<file path="src/rtl/fixed_point_div_pkg.sv">
// Shared fixed-point geometry, the divider state encoding and the divider iteration count.
package fixed_point_div_pkg;

  localparam int unsigned FIXED_W                  = 32;
  localparam int unsigned FIXED_FRACTION_W         = 16;
  localparam int unsigned FIXED_DIV_BITS_PER_CYCLE = 1;
  localparam int unsigned FIXED_DIV_ITERS          =
    (FIXED_W + FIXED_FRACTION_W) / FIXED_DIV_BITS_PER_CYCLE;

  typedef logic signed [FIXED_W-1:0] fixed_point_t;

  typedef enum logic [1:0] {
    IDLE = 2'd0,
    CALC = 2'd1,
    DONE = 2'd2
  } div_state_t;

endpackage

</file>
<file path="src/rtl/fixed_point_div_step.sv">
// One restoring-division step: shift in a dividend bit, subtract the divisor when it fits.
module fixed_point_div_step
  import fixed_point_div_pkg::*;
(
  input  logic [FIXED_W:0]   i_rem,
  input  logic [FIXED_W-1:0] i_divisor,
  input  logic               i_bit,
  output logic [FIXED_W:0]   o_rem,
  output logic               o_q
);

  logic [FIXED_W+1:0] w_shift;

  assign w_shift = {i_rem, i_bit};
  assign o_q     = (w_shift >= (FIXED_W+2)'(i_divisor));
  // The remainder stays below the divisor, so the top bit never survives a step.
  assign o_rem   = (FIXED_W+1)'(o_q ? (w_shift - (FIXED_W+2)'(i_divisor)) : w_shift);

endmodule

</file>
<file path="src/rtl/fixed_point_div.sv">
// Sequential signed fixed-point divider (restoring, BITS_PER_CYCLE quotient bits per cycle)
// with valid/ready handshakes on both operand and result sides.
module fixed_point_div
  import fixed_point_div_pkg::*;
#(
  parameter int unsigned BITS_PER_CYCLE = FIXED_DIV_BITS_PER_CYCLE
) (
  input  logic         clk,
  input  logic         rst,
  input  logic         in_valid,
  output logic         in_ready,
  input  fixed_point_t op1,
  input  fixed_point_t op2,
  output logic         out_valid,
  input  logic         out_ready,
  output fixed_point_t result,
  output logic         overflow,
  output logic         div_by_zero
);

  localparam int unsigned QW    = FIXED_W + FIXED_FRACTION_W;
  localparam int unsigned ITERS = QW / BITS_PER_CYCLE;
  localparam int unsigned CNT_W = (ITERS > 1) ? $clog2(ITERS) : 1;

  div_state_t           r_state;
  div_state_t           w_next_state;
  logic                 w_in_ready;
  logic                 w_out_valid;

  logic                 r_sign;
  logic [FIXED_W-1:0]   r_divisor;
  logic [QW-1:0]        r_dividend;
  logic [FIXED_W:0]     r_rem;
  logic [QW-1:0]        r_quot;
  logic [CNT_W-1:0]     r_cnt;
  fixed_point_t         r_result;
  logic                 r_overflow;
  logic                 r_dbz;

  logic [FIXED_W-1:0]   w_op1_abs;
  logic [FIXED_W-1:0]   w_op2_abs;
  logic                 w_op2_zero;
  logic                 w_last;
  logic [FIXED_W:0]     w_rem_chain [BITS_PER_CYCLE+1];
  logic [BITS_PER_CYCLE-1:0] w_qbits;
  logic [QW-1:0]        w_quot_next;
  fixed_point_t         w_res_next;
  logic                 w_ovf_next;

  // Magnitudes as unsigned values; the most negative operand maps to 2^(W-1).
  assign w_op1_abs  = op1[FIXED_W-1] ? FIXED_W'(-op1) : FIXED_W'(op1);
  assign w_op2_abs  = op2[FIXED_W-1] ? FIXED_W'(-op2) : FIXED_W'(op2);
  assign w_op2_zero = (op2 == '0);
  assign w_last     = (r_cnt == '0);

  assign w_rem_chain[0] = r_rem;

  for (genvar g = 0; g < BITS_PER_CYCLE; g++) begin : g_step
    fixed_point_div_step u_step (
      .i_rem     (w_rem_chain[g]),
      .i_divisor (r_divisor),
      .i_bit     (r_dividend[QW-1-g]),
      .o_rem     (w_rem_chain[g+1]),
      .o_q       (w_qbits[BITS_PER_CYCLE-1-g])
    );
  end

  assign w_quot_next = QW'({r_quot, w_qbits});
  assign w_res_next  = FIXED_W'(r_sign ? -w_quot_next : w_quot_next);
  // A negative quotient may reach exactly 2^(W-1) without overflowing.
  assign w_ovf_next  = (|w_quot_next[QW-1:FIXED_W]) ||
                       (w_quot_next[FIXED_W-1] && (!r_sign || (|w_quot_next[FIXED_W-2:0])));

  always_ff @(posedge clk or posedge rst) begin
    if (rst) r_state <= IDLE;
    else     r_state <= w_next_state;
  end

  always_comb begin
    w_next_state = r_state;
    case (r_state)
      IDLE:    if (in_valid) w_next_state = w_op2_zero ? DONE : CALC;
      CALC:    if (w_last) w_next_state = DONE;
      DONE:    if (out_ready) w_next_state = IDLE;
      default: w_next_state = IDLE;
    endcase
  end

  always_comb begin
    w_in_ready  = 1'b0;
    w_out_valid = 1'b0;
    case (r_state)
      IDLE:    w_in_ready  = 1'b1;
      DONE:    w_out_valid = 1'b1;
      default: ;
    endcase
  end

  always_ff @(posedge clk or posedge rst) begin
    if (rst) begin
      r_sign     <= 1'b0;
      r_divisor  <= '0;
      r_dividend <= '0;
      r_rem      <= '0;
      r_quot     <= '0;
      r_cnt      <= '0;
      r_result   <= '0;
      r_overflow <= 1'b0;
      r_dbz      <= 1'b0;
    end else begin
      case (r_state)
        IDLE: begin
          if (in_valid) begin
            if (w_op2_zero) begin
              r_result   <= '0;
              r_overflow <= 1'b0;
              r_dbz      <= 1'b1;
            end else begin
              r_sign     <= op1[FIXED_W-1] ^ op2[FIXED_W-1];
              r_divisor  <= w_op2_abs;
              r_dividend <= {w_op1_abs, {FIXED_FRACTION_W{1'b0}}};
              r_rem      <= '0;
              r_quot     <= '0;
              r_cnt      <= CNT_W'(ITERS - 1);
              r_overflow <= 1'b0;
              r_dbz      <= 1'b0;
            end
          end
        end
        CALC: begin
          r_rem      <= w_rem_chain[BITS_PER_CYCLE];
          r_quot     <= w_quot_next;
          r_dividend <= r_dividend << BITS_PER_CYCLE;
          r_cnt      <= r_cnt - CNT_W'(1);
          if (w_last) begin
            r_result   <= w_res_next;
            r_overflow <= w_ovf_next;
          end
        end
        default: ;
      endcase
    end
  end

  assign in_ready    = w_in_ready;
  assign out_valid   = w_out_valid;
  assign result      = r_result;
  assign overflow    = r_overflow;
  assign div_by_zero = r_dbz;

endmodule

</file>
<file path="config.mk">
export PLATFORM = sky130hd
export DESIGN_NAME = fixed_point_div
export DESIGN_NICKNAME = d
export VERILOG_FILES = /design/src/rtl/fixed_point_div_pkg.sv /design/src/rtl/fixed_point_div_step.sv /design/src/rtl/fixed_point_div.sv
export SDC_FILE = /design/constraint.sdc
export NUM_CORES = 1
export LEC_CHECK = 0
export ABC_AREA = 1
export BUFFER_PORTS_ARGS = -buffer_cell sky130_fd_sc_hd__buf_2
export CORE_UTILIZATION = 40
export DETAILED_ROUTE_END_ITERATION = 7
export PLACE_DENSITY = 0.65
export SYNTH_ARGS = -nofsm -noshare
export SYNTH_HDL_FRONTEND = slang
export SYNTH_SLANG_ARGS = --single-unit
</file>
<file path="constraint.sdc">
create_clock -name clk -period 18.39 [get_ports clk]
set_input_delay 2.7585 -clock clk [delete_from_list [all_inputs] [get_ports clk]]
set_output_delay 2.7585 -clock clk [all_outputs]
set_load 0.05 [all_outputs]
</file>
# After elaboration in Yosys (flattened, before gate mapping)

Index checks and enable logic that the tools add are counted.

Memories kept: 0
Bits in registers: 203
Bits in writable memories: 0
Word-level logic and storage cells: 72
Input bits: 68
Bits in latches: 0
Output and inout bits: 36
Memory bits (read-only): 0

Div/mod/pow operators: 0
Equal/unequal tests: 7
Add/subtract/negate cells: 5
Shift operators: 0
Multiply operators: 0
Mux-type cells: 31
Reductions and logical operators: 16
Magnitude comparators: 1
Bitwise gates (word level): 2

Operator list:

| cell                                              | count |
|---|---|
| 2-to-1 mux 32 bit                                 | 6 |
| 2-to-1 mux 33 bit                                 | 3 |
| 2-to-1 mux 48 bit                                 | 2 |
| negation 32 bit                                   | 3 |
| case mux 48 bit (2 select lines)                  | 1 |
| 2-to-1 mux 47 bit                                 | 2 |
| case mux 47 bit (2 select lines)                  | 1 |
| case mux 33 bit (2 select lines)                  | 1 |
| case mux 32 bit (2 select lines)                  | 1 |
| >= comparator 34 x 32 -> 1 bit                    | 1 |
| subtractor 33 x 32 -> 33 bit                      | 1 |
| logical NOT 32 bit                                | 1 |
| OR reduction 31 bit                               | 1 |
| OR reduction 16 bit                               | 1 |
| 2-to-1 mux 6 bit                                  | 2 |
| case mux 6 bit (2 select lines)                   | 1 |
| AND reduction 3 bit                               | 4 |
| inequality test 2 bit (second input constant)     | 5 |
| 2-to-1 mux 2 bit                                  | 4 |
| logical NOT 6 bit                                 | 1 |
| case mux 2 bit (3 select lines)                   | 1 |
| subtractor 6 x 1 -> 6 bit (second input constant) | 1 |
| 2-to-1 mux 1 bit                                  | 5 |
| AND reduction 4 bit                               | 1 |
| 11 further kinds                                  | 12 |

# Depth between registers and ports, before layout

Word-level depth: 7
Gate-level depth with buffers: 20
Mapped depth without buffers: 20

# Hierarchy

Synthesis repeated with hierarchy kept, for this count alone.

Cells, all modules: 2114
Area, all modules: 13460.4 um^2

Modules (own cells, without submodules):

| module               | area each (um^2) | seq. area each (um^2) | instances | cells an instance |
|---|---|---|---|---|
| fixed_point_div      | 10182.3          | 4679.5                | 1         | 1417 |
| fixed_point_div_step | 3278.1           | 0.0                   | 1         | 697 |

# Worst setup path after synthesis

Ideal clock, no wire load.

Path kind: input to register
From: input op2[0]
To: register r_result[12], in the netlist result[12]
Path slack: 14.161 ns
Arrival time: 4.094 ns
Path buffers: 1
Library setup time: 0.135 ns
Stages on the path: 12
Required time: 18.255 ns
Cell sequence: inv_1 > ha_1 > nand3_1 > nor2_2 > nand2_1 > nor2_1 > nand2_1 > a21oi_1 > inv_2 > buf_2 > nand2_1 > o31ai_1

Cells in the longest elaborated chain, start to end: 3

Ends and longest elaborated chain:

| element                                | RTL line               | RTL |
|---|---|---|
| start: declaration                     | fixed_point_div.sv:13  | `input fixed_point_t op2,` |
| logical NOT 32 bit                     | fixed_point_div.sv:53  | `assign w_op2_zero = (op2 == '0);` |
| inequality test 2 bit (no source line) | n/a                    |  |
| AND reduction 4 bit (no source line)   | n/a                    |  |
| end signal: assignment                 | fixed_point_div.sv:136 | `r_result <= w_res_next;` |
| end: declaration                       | fixed_point_div.sv:36  | `fixed_point_t r_result;` |

No other way between the ends.
A chain may end at the register's enable or synchronous reset.

# Worst setup path after layout

From: input op2[0]
To: register r_cnt[2]

Cells in the longest elaborated chain, start to end: 3

Ends and longest elaborated chain:

| element                                | RTL line               | RTL |
|---|---|---|
| logical NOT 32 bit                     | fixed_point_div.sv:53  |  |
| inequality test 2 bit (no source line) | n/a                    |  |
| AND reduction 3 bit (no source line)   | n/a                    |  |
| end signal: assignment                 | fixed_point_div.sv:124 | `r_cnt <= CNT_W'(ITERS - 1);` |
| end signal: assignment                 | fixed_point_div.sv:134 | `r_cnt <= r_cnt - CNT_W'(1);` |
| end: declaration                       | fixed_point_div.sv:35  | `logic [CNT_W-1:0] r_cnt;` |

No other way between the ends.

==> impl_results.md <==
- CP Class: input port to register
- Crit path top cell by count: nand2_1
- MaxCap Viol Count: 0
- Overall routed net length: between 30 and 40 mm
- Clk sinks: around 190
- Cells after synthesis: around 1700
- Row count: between 60 and 70
- DRT Pass-1 Iters: 5
- CP Capture Type: register
- Core ar.: just over 30000 µm²
- Post-synth EDFFs: 0
- RSZ-0062 raised after global routing: false
- Final Net Count: around 1900
- Final setup viols: 0
- Die Wd: between 150 and 200 µm
- First-pass GRT wire length: around 55 mm
- Worst Path Max Fanout: 63
- Tmin final: about 5.8 ns
- Placed cell count: 2165
- Synth unique cells: 51
- Post-synth top cells: nand2_1, inv_1, dfrtp_1
- Total grt overflow: 0
- Slowest CP cell: nand3_2
- CP Cell Sequence: buf_2 > inv_1 > ha_1 > nand3_1 > nor2_2 > nand2_1 > nor2_1 > nand2_1 > nand3_2 > inv_2 > buf_4 > nand2_1 > a21oi_1 > o21ai_0
- Antenna-violating nets left: 0
- Top_reg_cell synth: dfrtp_1
- TritonCTS clock tree: built
- Tightest Pin Transition: 1.07 ns
- Ys async rst share: between 90% and 100%
- Num CTS Buffers: 17
- Cts hold-fix bufs: 0
- Fin cells: 2197
- Initial core utilization: 40.6%
- Critical Path Source Type: input port
- Die ar.: roughly 32000 µm²
- Ports: 104
- Final hold violations: 0
- GRT Total Usage: 22.0%
- Fmax: 173 MHz
- Vias in the first global route: roughly 11000
- Setup TNS: 0 ns
- Slew Viols, Final: 0
- Layout area overhead: 11.2%
- Bufs and invs on worst path: 4
- # port buffers: 103
- Yosys top cell area share: between 30% and 40%
- Post-synth top area cell: dfrtp_1
- Cts repair resizes: 0
- DPL Wire Length: 24.7 mm
- Min-delay worst type: register to register
- Layout Skew: about 0.016 ns
- Max clock buf depth: 2
- Headroom to the max-slew limit: between 20% and 30%
- Die Y: around 180 µm
- Crit share post-route: between 30% and 40%
- Largest net degree at the start of global routing: between 100 and 150
- IR drop worst, VDD: just over 0.00008 V
- Area contributors post-synth: dfrtp_1, nand2_1, inv_1
- # Post-CTS Setup Buffers: 0
- Layout cells sized above 1: between 10% and 20%
- Reg clk slew, reported paths: ~0.070 ns
- Wirelength per Cell: ~15 µm
- Ant diodes: 0
- Number of synthesized register bits: approximately 190
- Static Leak: about 6.8 nW
- Synth Warn #: 0
- Avg Cell Area, Syn: between 7 and 8 µm²
- Critical Path Max Stage Delay: 0.81 ns
- Largest delay share family, worst path: simple AND/OR/NAND/NOR gates
- Remaining DRCs: 0
- Layout fillers: roughly 3000
- Most frequent cell after synthesis: nand2_1
- Drt initial violations: between 800 and 900
- DR vias: roughly 12000
- Final GP Congestion: roughly 0.93
- Cell Pwr Density: between 150 and 200 nW/µm²
- Status: complete, no violations
- Sequential-to-total area share from yosys stat: 37.8%
- Via/cell ratio: between 5 and 6
- Post-Syn Nets: roughly 1800
- H-tree depth: 4
- Worst path arrival time: just over 6 ns
- Area of the mapped netlist: between 10000 and 15000 µm²
- Clk Latency, worst-skew pair: 0.45 ns
- CTS root buffer: clkbuf_16
- Initial antenna violation count: 0
- Required time of the worst setup path: roughly 19 ns
==> final cells by class <==
cell class / count / area, µm² / share of cell area [%]
sequential: 187 / 4680 / 33.9
clock buffer: 17 / 425 / 3.09
inverter: 207 / 785 / 5.69
timing repair buffer: 112 / 583 / 4.23
multi-input combinational: 1263 / 6640 / 48.2
clock inverter: 15 / 176 / 1.28
tap: 396 / 495 / 3.59
==> cell families after synthesis <==
group                      after synthesis  share of synthesized area [%]
buffers and inverters                  267                           8.74
adders and majority gates               38                           3.90
AOI/OAI and AO/OA                      351                           16.3
and+or+nand+nor                        800                           28.0
xor gates and xnor gates                74                           5.23
DFF                                    187                           37.8
==> per-layer routing <==
| layer | global-route usage [%] | share of wire [%] | vias up |
|---|---|---|---|
| met5 | 0 | 0 | - |
| met4 | 5.48 | 1.6 | 0 |
| met3 | 3.67 | 5.1 | 39 |
| met2 | 35.0 | 45 | 321 |
| met1 | 31.0 | 48 | 5441 |
| li1 | - | - | 5813 |
==> through the flow <==
step / power, mW / hold slack, ns / setup slack, ns / area [µm²] / utilization (%)
2_1_floorplan: 1.79 / 0.444 / 10.55 / 12400 / -
3_3_place_gp: 2.11 / 0.458 / 12.19 / 13200 / 43.2
3_5_place_dp: 2.13 / 0.461 / 12.16 / 13200 / 43.2
4_1_cts: 2.51 / 0.482 / 12.64 / 13800 / 45.2
5_1_grt: 2.74 / 0.505 / 12.28 / 13800 / 45.2
6_report: 2.52 / 0.475 / 12.62 / 13800 / 45.2
==> where the power goes <==
group	internal, mW	total, mW	switching [mW]
clock network	0.194	0.380	0.186
logic	0.480	1.52	1.04
registers	0.542	0.617	0.0750
total	1.22	2.52	1.30
==> sequential cells by signal, summed over array words and instances, names as in the netlist <==
register,cells
r_cnt,6
r_dividend,32
r_sign,1
r_rem,33
r_quot,47
result,32
overflow,1
r_divisor,32
r_state,2
div_by_zero,1
==> worst register-to-register path: stages, from the launching register on <==
cell and delay, ns:
dfrtp_1 0.35, inv_1 0.06, ha_1 0.35, a21oi_1 0.29, nand2_1 0.14, a21oi_2 0.17, nand3_4 0.18, a21oi_4 0.38
ha_1 0.27, nand3_1 0.17, nor3_2 0.25, nand2_1 0.14, nor4_1 0.43, xor2_1 0.19, nand2_1 0.06, o211ai_1 0.12
nand2_1 0.07
==> worst paths after layout <==
| kind | from | endpoint | slack [ns] | cells past startpoint |
|---|---|---|---|---|
| hold / removal | result[30] | result[30] | 0.48 | 2 |
| min in group asynchronous | rst | result[0] | 2.44 | 2 |
| hold reg to reg | result[30] | result[30] | 0.48 | 2 |
| setup reg to reg | r_divisor[17] | result[30] | 14.62 | 16 |
| setup / recovery | op2[0] | r_cnt[2] | 12.62 | 14 |
| max in group asynchronous | rst | r_divisor[26] | 14.53 | 3 |
==> cell usage in the layout (no fill, tap or decap), types with 58 or more instances in the layout <==
cell     instances
nand2_1        418
inv_1          194
dfrtp_1        187
nor2_1         172
buf_2          103
o21ai_0        101
nand3_1         99
a21oi_1         87
o22ai_1         64
xor2_1          58
No activity file was read; power rests on OpenSTA's default activity.
